## src/rtl/cypher_digit_reader.sv

```systemverilog
// rtl/cypher_digit_reader.sv - keypad sync/debounce, show-ahead digit FIFO and entry timeout
module cypher_digit_reader #(
  parameter int DIGIT_W         = 4,
  parameter int DEBOUNCE_CYCLES = 16,
  parameter int FIFO_DEPTH      = 4,
  parameter int TIMEOUT_CYCLES  = 1000
) (
  input  logic                          clock,
  input  logic                          reset,
  input  logic [DIGIT_W-1:0]            key_code,
  input  logic                          key_down,
  input  logic                          accept,
  output logic                          read,
  output logic [DIGIT_W-1:0]            digit,
  output logic                          seq_abort,
  output logic                          overflow,
  output logic [$clog2(FIFO_DEPTH):0]   fifo_count
);

  localparam int AW  = $clog2(FIFO_DEPTH);
  localparam int CW  = AW + 1;
  localparam int DCW = $clog2(DEBOUNCE_CYCLES);
  localparam int TW  = $clog2(TIMEOUT_CYCLES);
  localparam logic [DCW-1:0] DB_LAST  = DCW'(DEBOUNCE_CYCLES - 1);
  localparam logic [TW-1:0]  TO_LOAD  = TW'(TIMEOUT_CYCLES - 1);
  localparam logic [CW-1:0]  CNT_FULL = CW'(FIFO_DEPTH);

  typedef enum logic [1:0] {IDLE, PRESS_WAIT, HELD, RELEASE_WAIT} state_t;

  logic               kd_s1_q, kd_s1_d, kd_q, kd_d;
  logic [DIGIT_W-1:0] kc_s1_q, kc_s1_d, kc_q, kc_d;
  state_t             state_q, state_d;
  logic [DCW-1:0]     cnt_q, cnt_d;
  logic [DIGIT_W-1:0] latch_q, latch_d;
  logic [DIGIT_W-1:0] mem_q [FIFO_DEPTH];
  logic [DIGIT_W-1:0] mem_d [FIFO_DEPTH];
  logic [AW-1:0]      wr_ptr_q, wr_ptr_d, rd_ptr_q, rd_ptr_d;
  logic [CW-1:0]      count_q, count_d;
  logic               overflow_q, overflow_d;
  logic [TW-1:0]      timer_q, timer_d;
  logic               run_q, run_d;
  logic               push, wr_en, full;

  assign read       = (count_q != '0) && accept;
  assign digit      = mem_q[rd_ptr_q];
  assign seq_abort  = run_q && (timer_q == '0);
  assign overflow   = overflow_q;
  assign fifo_count = count_q;
  assign full       = (count_q == CNT_FULL);

  always_comb begin
    kd_s1_d = key_down;
    kd_d    = kd_s1_q;
    kc_s1_d = key_code;
    kc_d    = kc_s1_q;
    state_d = state_q;
    cnt_d   = cnt_q;
    latch_d = latch_q;
    push    = 1'b0;
    case (state_q)
      IDLE: begin
        if (kd_q) begin
          state_d = PRESS_WAIT;
          cnt_d   = '0;
          latch_d = kc_q;
        end
      end
      PRESS_WAIT: begin
        if (!kd_q) begin
          state_d = IDLE;
        end else if (kc_q != latch_q) begin
          cnt_d   = '0;
          latch_d = kc_q;
        end else if (cnt_q == DB_LAST) begin
          state_d = HELD;
          push    = 1'b1;
        end else begin
          cnt_d = cnt_q + 1'b1;
        end
      end
      HELD: begin
        if (!kd_q) begin
          state_d = RELEASE_WAIT;
          cnt_d   = '0;
        end
      end
      RELEASE_WAIT: begin
        if (kd_q) begin
          state_d = HELD;
        end else if (cnt_q == DB_LAST) begin
          state_d = IDLE;
        end else begin
          cnt_d = cnt_q + 1'b1;
        end
      end
      default: state_d = IDLE;
    endcase
  end

  // An abort flushes the queue and swallows any push landing in the same cycle.
  always_comb begin
    mem_d      = mem_q;
    wr_ptr_d   = wr_ptr_q;
    rd_ptr_d   = rd_ptr_q;
    count_d    = count_q;
    overflow_d = overflow_q;
    wr_en      = push && !seq_abort && (!full || read);
    if (seq_abort) begin
      wr_ptr_d = '0;
      rd_ptr_d = '0;
      count_d  = '0;
    end else begin
      if (read) begin
        rd_ptr_d = rd_ptr_q + 1'b1;
      end
      if (wr_en) begin
        mem_d[wr_ptr_q] = latch_q;
        wr_ptr_d        = wr_ptr_q + 1'b1;
      end else if (push) begin
        overflow_d = 1'b1;
      end
      count_d = count_q + CW'(wr_en) - CW'(read);
    end
  end

  always_comb begin
    timer_d = timer_q;
    run_d   = run_q;
    if (read) begin
      timer_d = TO_LOAD;
      run_d   = 1'b1;
    end else if (run_q) begin
      if (seq_abort) begin
        run_d = 1'b0;
      end else if (push) begin
        timer_d = TO_LOAD;
      end else begin
        timer_d = timer_q - 1'b1;
      end
    end
  end

  always_ff @(posedge clock or posedge reset) begin
    if (reset) begin
      kd_s1_q    <= 1'b0;
      kd_q       <= 1'b0;
      kc_s1_q    <= '0;
      kc_q       <= '0;
      state_q    <= IDLE;
      cnt_q      <= '0;
      latch_q    <= '0;
      for (int i = 0; i < FIFO_DEPTH; i++) mem_q[i] <= '0;
      wr_ptr_q   <= '0;
      rd_ptr_q   <= '0;
      count_q    <= '0;
      overflow_q <= 1'b0;
      timer_q    <= '0;
      run_q      <= 1'b0;
    end else begin
      kd_s1_q    <= kd_s1_d;
      kd_q       <= kd_d;
      kc_s1_q    <= kc_s1_d;
      kc_q       <= kc_d;
      state_q    <= state_d;
      cnt_q      <= cnt_d;
      latch_q    <= latch_d;
      mem_q      <= mem_d;
      wr_ptr_q   <= wr_ptr_d;
      rd_ptr_q   <= rd_ptr_d;
      count_q    <= count_d;
      overflow_q <= overflow_d;
      timer_q    <= timer_d;
      run_q      <= run_d;
    end
  end

endmodule

```

## config.mk

```make
export PLATFORM = sky130hd
export DESIGN_NAME = cypher_digit_reader
export DESIGN_NICKNAME = d
export VERILOG_FILES = /design/src/rtl/cypher_digit_reader.sv
export SDC_FILE = /design/constraint.sdc
export NUM_CORES = 1
export LEC_CHECK = 0
export BUFFER_PORTS_ARGS = -buffer_cell sky130_fd_sc_hd__buf_2
export CORE_MARGIN = 3
export CORE_UTILIZATION = 50
export DETAILED_ROUTE_END_ITERATION = 12
export PLACE_DENSITY = 0.75
export SLEW_MARGIN = 5
export SYNTH_ARGS = -nofsm -noshare
export SYNTH_HDL_FRONTEND = slang
export SYNTH_SLANG_ARGS = --single-unit
```

## constraint.sdc

```tcl
create_clock -name clock -period 7.62 [get_ports clock]
set_clock_uncertainty 0.2 [all_clocks]
set_input_delay 1.143 -clock clock [delete_from_list [all_inputs] [get_ports clock]]
set_output_delay 1.143 -clock clock [all_outputs]
set_load 0.005 [all_outputs]
```

==> results.md, run 1 <==
* Placed inst area at 2878 sq um
* Iter 0 DRT Violations at 97
* Sequential cell area fraction in the yosys report at 0.5016
* MaxCap Viol Count at 0
* Setup Fix Bufs, Post-CTS at 0
* Worst path buffer plus inverter count at 2
* Most Crowded Layer GR: met2
* Endpoint class of the critical path: output port
* Worst slew margin at 0.2180
* Ys async rst share at 1.000
* Max Fclk at 0.2548 GHz
* DRC at 0
* Largest fanout on the critical path at 17
* Row count at 26
* LEAKAGE at 1.459 nW
* Startpoint Class: flip-flop
* WL/cell at 15.29 um
* GRT met1 Usage at 0.2295
* Crit-path slowest cell: o31ai_1
* Most common cell after layout, fill and taps aside: dfrtp_1
* Remaining antenna violation count at 0
* Status: finished clean
* CTS buffer count at 5
* Switching share of power at 0.2384
* First-pass GRT wire length at 8597 um
* Crit path depth at 3
* Reg2reg path depth at 10
* Design area at 3014 sq um
* Area grow syn2layout at 9.849%
* Die extent in x at 80.08 um
* Seq pwr share at 0.556
* CP arrival at 2580 ps
* Unique masters post-synth at 52
* Initial antenna violation count at 0
* Number of global-route vias before repair at 1804
* Core footprint at 5205 sq um
* RSZ-0062 raised after global routing: no
* Final-report hold violation count at 0
* H-tree Lvls at 2
* Number of flops mapped to enable cells by yosys at 0
* Detailed Routing Iterations Pass 1 at 4
* Syn Nets at 256
* Pint at 0.4545 mW
* Port-buffer cells at 17
* Crit path largest cell delay at 980 ps
* Worst vdd ir at 0.0001381 V
* Power density cells at 198.0 nW/um^2
* Critical path class: reg2out
* Vias per cell at 5.732
* Hold buffers post-CTS at 0
* Die area at 6413 sq um
* Synthesis-stage register bit count at 55
* P_sw at 0.1423 mW
* All-Layer GR Usage at 0.1730
* Req. time, crit path at 6280 ps
* Starting Density at 0.5272
* Commonest non-fill, non-tap cells in the layout: 55 x dfrtp_1, 24 x nand2_1, 17 x buf_2
* Post-Syn Instances at 238
* ANT cells at 0
* Routability cong. at 0.8293
* YS warnings at 0
* Met2 Track Usage GR at 0.2806
* Total wire length at 4970 um
* Largest net degree at the start of global routing at 56
* Slew @ Worst Pin at 1163 ps
* Remaining Overflow, GRT at 0
* Hold path cells at 0
* Tightest Hold Check Type: reg2reg
* DP HPWL at 3513 um
* Min Tclk post-route at 3924 ps
* Comb pwr share at 0.069
* Worst-case clock buffer depth at 2
* Clk slew on worst S/H paths at 100 ps
* Die Span Y at 80.08 um
* Clock power share at 0.376
* Filler cells at 452
* CTS sink cnt at 55
* Synthesized area at 2744 sq um
* Setup violations, final at 0
* # IOs at 18
* Mean Syn Cell Area at 11.53 sq um
* CTS root buf: clkbuf_8
* Nets at 272
* Kind of cell adding the most delay to the critical path: compound AO/OA/AOI/OAI gates
* Final Slew Violations at 0
* Clock latency on the worst-skew pair at 300 ps
* Post-cts resize count at 0
* Worst path cell trace: o31ai_1 > inv_1 > buf_2
* Share of layout cells above drive strength 1 at 0.2353
* Prevailing post-synth register cell: dfrtp_1
* Vias at 1863
* Met3 GRT Util at 0.04148
* CTS tree: done
* Final worst-path cycle share at 0.5150
* Post-route setup TNS at 0 ps
## power groups by stage
stage | Clock, mW | Combinational, mW | Sequential (mW)
2_1_floorplan | 0 | 0.0325 | 0.330
3_3_place_gp | 0 | 0.0400 | 0.336
3_5_place_dp | 0 | 0.0421 | 0.337
4_1_cts | 0.233 | 0.0422 | 0.331
5_1_grt | 0.242 | 0.0474 | 0.336
6_report | 0.224 | 0.0411 | 0.332
## flip-flops by register name (all words and copies together), names as in the netlist, named ones only
signal and flops:
kc_d 4, run_q 1, overflow 1, fifo_count 3
kc_q 4, latch_q 4, timer_q 10, rd_ptr_q 2
wr_ptr_q 2, state_q 1, cnt_q 4, kd_d 1
mem_q 16, kd_q 1
## synth_stat cells (2+ instances only)
cell,instances,area share
nand4_1,3,0.0068
nor2_1,10,0.014
inv_1,13,0.018
nor4b_1,2,0.0064
and3_1,2,0.0046
nand3_1,9,0.016
a31oi_1,3,0.0068
o21ai_0,2,0.0036
xor2_1,8,0.026
xnor2_1,2,0.0064
nand4_2,3,0.014
ha_1,9,0.041
o31ai_1,3,0.0082
and2_1,4,0.0091
nand2_1,24,0.033
a21oi_1,5,0.0091
a2111oi_0,2,0.0064
a31o_2,2,0.0064
buf_2,4,0.0073
nor3_1,11,0.020
mux2_2,16,0.066
a211oi_1,7,0.019
clkbuf_1,3,0.0041
mux4_2,4,0.033
nor4_1,3,0.0068
or4b_1,2,0.0073
dfrtp_1,55,0.50
mux2i_1,3,0.011
## per-layer routing
layer	vias up	share of wire
met4	0	0.016
met3	12	0.040
met1	905	0.45
li1	904	-
met5	-	0
met2	42	0.49
## kinds of logic (layout without fill, tap and decap cells)
family          Yosys count  in the layout  synth area share
fa+ha+maj                10             10           0.04834
flops                    55             55            0.5016
compound gates           35             35           0.09850
buf+inv                  22             39           0.03466
mux                      23             23            0.1094
simple gates             83             83            0.1756
xor+xnor                 10             10           0.03192
## final cells by class
class / instances / area (sq um) / area share
Multi-Input combinational cell: 161 / 1272 / 0.4222
Tap cell: 70 / 87.58 / 0.02906
Clock inverter: 3 / 67.56 / 0.02242
Inverter: 13 / 48.80 / 0.01619
Sequential cell: 55 / 1376 / 0.4566
Timing Repair Buffer: 18 / 92.59 / 0.03072
Clock buffer: 5 / 68.82 / 0.02283
## path summary, 6_finish.rpt
| check | slack, ps | startpoint | end |
|---|---|---|---|
| hold reg to reg | 160 | kc_d[2] | kc_q[2] |
| setup / recovery | 3700 | fifo_count[1] | read |
| hold / removal | 160 | kc_d[2] | kc_q[2] |
| max in group asynchronous | 5960 | reset | timer_q[8] |
| min in group asynchronous | 800 | reset | cnt_q[0] |
| setup reg to reg | 3900 | fifo_count[1] | fifo_count[2] |
## per-stage QoR
| stage | cells | hold slack, ps | util | total power, mW | setup slack [ps] |
|---|---|---|---|---|---|
| 5_1_grt | 325 | 175.3 | 0.5791 | 0.6244 | 3438 |
| 3_5_place_dp | 317 | 134.7 | 0.5529 | 0.3788 | 3833 |
| 3_3_place_gp | 317 | 133.4 | 0.5529 | 0.3759 | 3950 |
| 2_1_floorplan | 238 | 131.2 | - | 0.3626 | 4353 |
| 4_1_cts | 325 | 157.2 | 0.5791 | 0.6060 | 3698 |
| 6_report | 325 | 156.0 | 0.5791 | 0.5968 | 3696 |
Note: power is estimated with default switching activity, not from simulation.
==> inputs of run 2 (changes only) <==
ABC_AREA = 1   (was unset)
PLACE_DENSITY = 0.77   (was 0.75)
clock period = 3.35 ns   (was 7.62 ns; I/O delays follow)
==> results.md, run 2 <==
* Status: finished clean
* Clock latency on the worst-skew pair at 310 ps
* Most common cell after layout, fill and taps aside: nand2_1
* Detailed Routing Iterations Pass 1 at 4
* Nets at 361
* Post-cts resize count at 0
* Multi-input logic area at 1152 sq um
* H-tree Lvls at 2
* Unique masters post-synth at 31
* Iter 0 DRT Violations at 99
* Worst reg2reg path endpoint: fifo_count[1]
* Remaining Overflow, GRT at 0
* Prevailing post-synth register cell: dfrtp_1
* Remaining antenna violation count at 0
* Worst-case clock buffer depth at 2
* Min Tclk post-route at 2877 ps
* Worst slew margin at 0.5556
* Max FFs per register at 16
* Top reg by flops: mem_q
* Req. time, crit path at 3410 ps
* Crit path largest cell delay at 390 ps
* # IOs at 18
* Die extent in x at 79.96 um
* R2R setup slack at 470 ps
* Largest net degree at the start of global routing at 33
* Synth top cells by count: 82 x nand2_1, 55 x dfrtp_1, 42 x inv_1
* Total wire length at 5211 um
* Hold WS at 74.49 ps
* MaxCap Viol Count at 0
* Tightest Hold Check Type: in2async
* Number of global-route vias before repair at 2039
* ANT cells at 0
* Syn Nets at 339
* Setup violations, final at 0
* Startpoint Class: flip-flop
* FF-to-FF Start: cnt_q[0]
* Max Fclk at 0.3476 GHz
* Die area at 6394 sq um
* Post-Syn Instances at 321
* Number of flops mapped to enable cells by yosys at 0
* Reg2reg path depth at 13
* Clk slew on worst S/H paths at 90 ps
* Die Span Y at 79.96 um
* Crit-path slowest cell: fa_1
* Synthesis-stage register bit count at 55
* Ys async rst share at 1.000
* CP arrival at 2930 ps
* Hold buffers post-CTS at 0
* Port-buffer cells at 17
* Power density cells at 627.6 nW/um^2
* FF+latch area at 1376 sq um
* Top cell type's share of synthesized area at 0.5032
* DRC at 0
* All-Layer GR Usage at 0.1841
* RSZ-0062 raised after global routing: no
* Mean Syn Cell Area at 8.521 sq um
* LEAKAGE at 1.523 nW
* Final Slew Violations at 0
* Final worst-path cycle share at 0.8588
* Final-report hold violation count at 0
* Dominant cell by count in the synthesized netlist: nand2_1
* Synth top area cells: dfrtp_1 50%, nand2_1 11%, inv_1 5.8%, nand4_1 5.0%, ha_1 4.1%
* DP HPWL at 3776 um
* Routability cong. at 0.8243
* Largest registers: mem_q x16, timer_q x10
* WL/cell at 12.59 um
* Synthesized area at 2735 sq um
* Worst vdd ir at 0.0003588 V
* Filler cells at 477
* Sequential cell area fraction in the yosys report at 0.5032
* Cell mode on critical path: inv_1
* Largest fanout on the critical path at 5
* Core footprint at 5205 sq um
* First-pass GRT wire length at 9156 um
* Post-route setup TNS at 0 ps
* Endpoint class of the critical path: flip-flop
* Dpl ws at 470.6 ps
* YS warnings at 0
* Leading area contributor after synthesis: dfrtp_1
* Slew @ Worst Pin at 665.6 ps
* Area grow syn2layout at 9.012%
* Final Worst Setup Slack at 473.1 ps
* Vias per cell at 5.123
* Share of layout cells above drive strength 1 at 0.1279
* Row count at 26
* Setup Fix Bufs, Post-CTS at 0
* Starting Density at 0.5255
* CTS tree: done
* CTS buffer count at 5
* Commonest non-fill, non-tap cells in the layout: 82 x nand2_1, 55 x dfrtp_1, 41 x inv_1
* Critical path class: reg2reg
* CTS root buf: clkbuf_8
* Worst path cell trace: ha_1 > nand3_1 > nor2_1 > inv_1 > nor2_4 > nand3_2 > ha_1 > inv_1 > ha_1 > inv_1 > fa_1 > or2_2 > inv_1
* Vias at 2121
* Initial antenna violation count at 0
* CTS sink cnt at 55
==> run 2: cell count changes after synthesis, sizes merged, moves of 5 or more <==
cell	change
mux2	-16
a211oi	-7
and2	-5
nor2	+18
xor2	-8
o21ai	+19
nand2	+60
nand3	+14
nand4	+17
nor3	-5
inv	+32
==> run 2: cell families (layout without fill, tap and decap cells) <==
group / Yosys count / after routing / share of synthesized area
AO/OA/AOI/OAI: 36 / 36 / 0.07320
XOR/XNOR: 1 / 1 / 0.003203
adder cells (fa/ha/maj): 10 / 10 / 0.04849
buffers and inverters: 51 / 74 / 0.07548
flip-flops: 55 / 55 / 0.5032
AND/OR/NAND/NOR: 168 / 168 / 0.2964
==> run 2: layout make-up <==
class | count | area share
sequential | 55 | 0.4616
multi-input combinational | 215 | 0.3865
inverter | 45 | 0.05665
timing repair buffer | 21 | 0.03861
clock inverter | 1 | 0.001679
clock buffer | 7 | 0.02560
tap | 70 | 0.02937
==> run 2: worst max-delay path by stage <==
| stage | end | slack (ps) | cells after the start | startpoint |
|---|---|---|---|---|
| after floorplan | fifo_count[1] | 630 | 12 | fifo_count[1] |
| after global routing | fifo_count[1] | 140 | 13 | cnt_q[0] |
| after CTS | fifo_count[1] | 450 | 13 | cnt_q[0] |
| after detailed placement | fifo_count[1] | 470 | 13 | cnt_q[0] |
| final | fifo_count[1] | 470 | 13 | cnt_q[0] |
| after global placement | fifo_count[1] | 550 | 13 | cnt_q[0] |
==> run 2: critical path: cells and delay by family (launching register included) <==
kind          cells  cell delay, ps
fa+ha+maj         4            1050
simple gates      5             910
flops             1             380
buf+inv           4             270
==> run 2: metal layers <==
layer  routed length [um]  vias to the layer above  global-route usage
met2                 2528                       22              0.3121
met4                   80                        0             0.06757
li1                     -                     1091                   -
met5                    0                        -                   0
met1                 2477                     1002              0.2339
met3                  125                        6             0.03386
==> run 2: report_power, final <==
group	internal (mW)	switching [mW]
combinational	0.237	0.370
clock	0.147	0.204
sequential	0.772	0.141
==> run 2: per-stage QoR <==
stage               std cells    util  cell area (sq um)  total power [mW]
floorplan                 321       -               2735             1.350
global placement          406  0.5572               2900             1.500
detailed placement        406  0.5572               2900             1.528
CTS                       414  0.5728               2982             1.887
global route              414  0.5728               2982             2.041
finish                    414  0.5728               2982             1.871
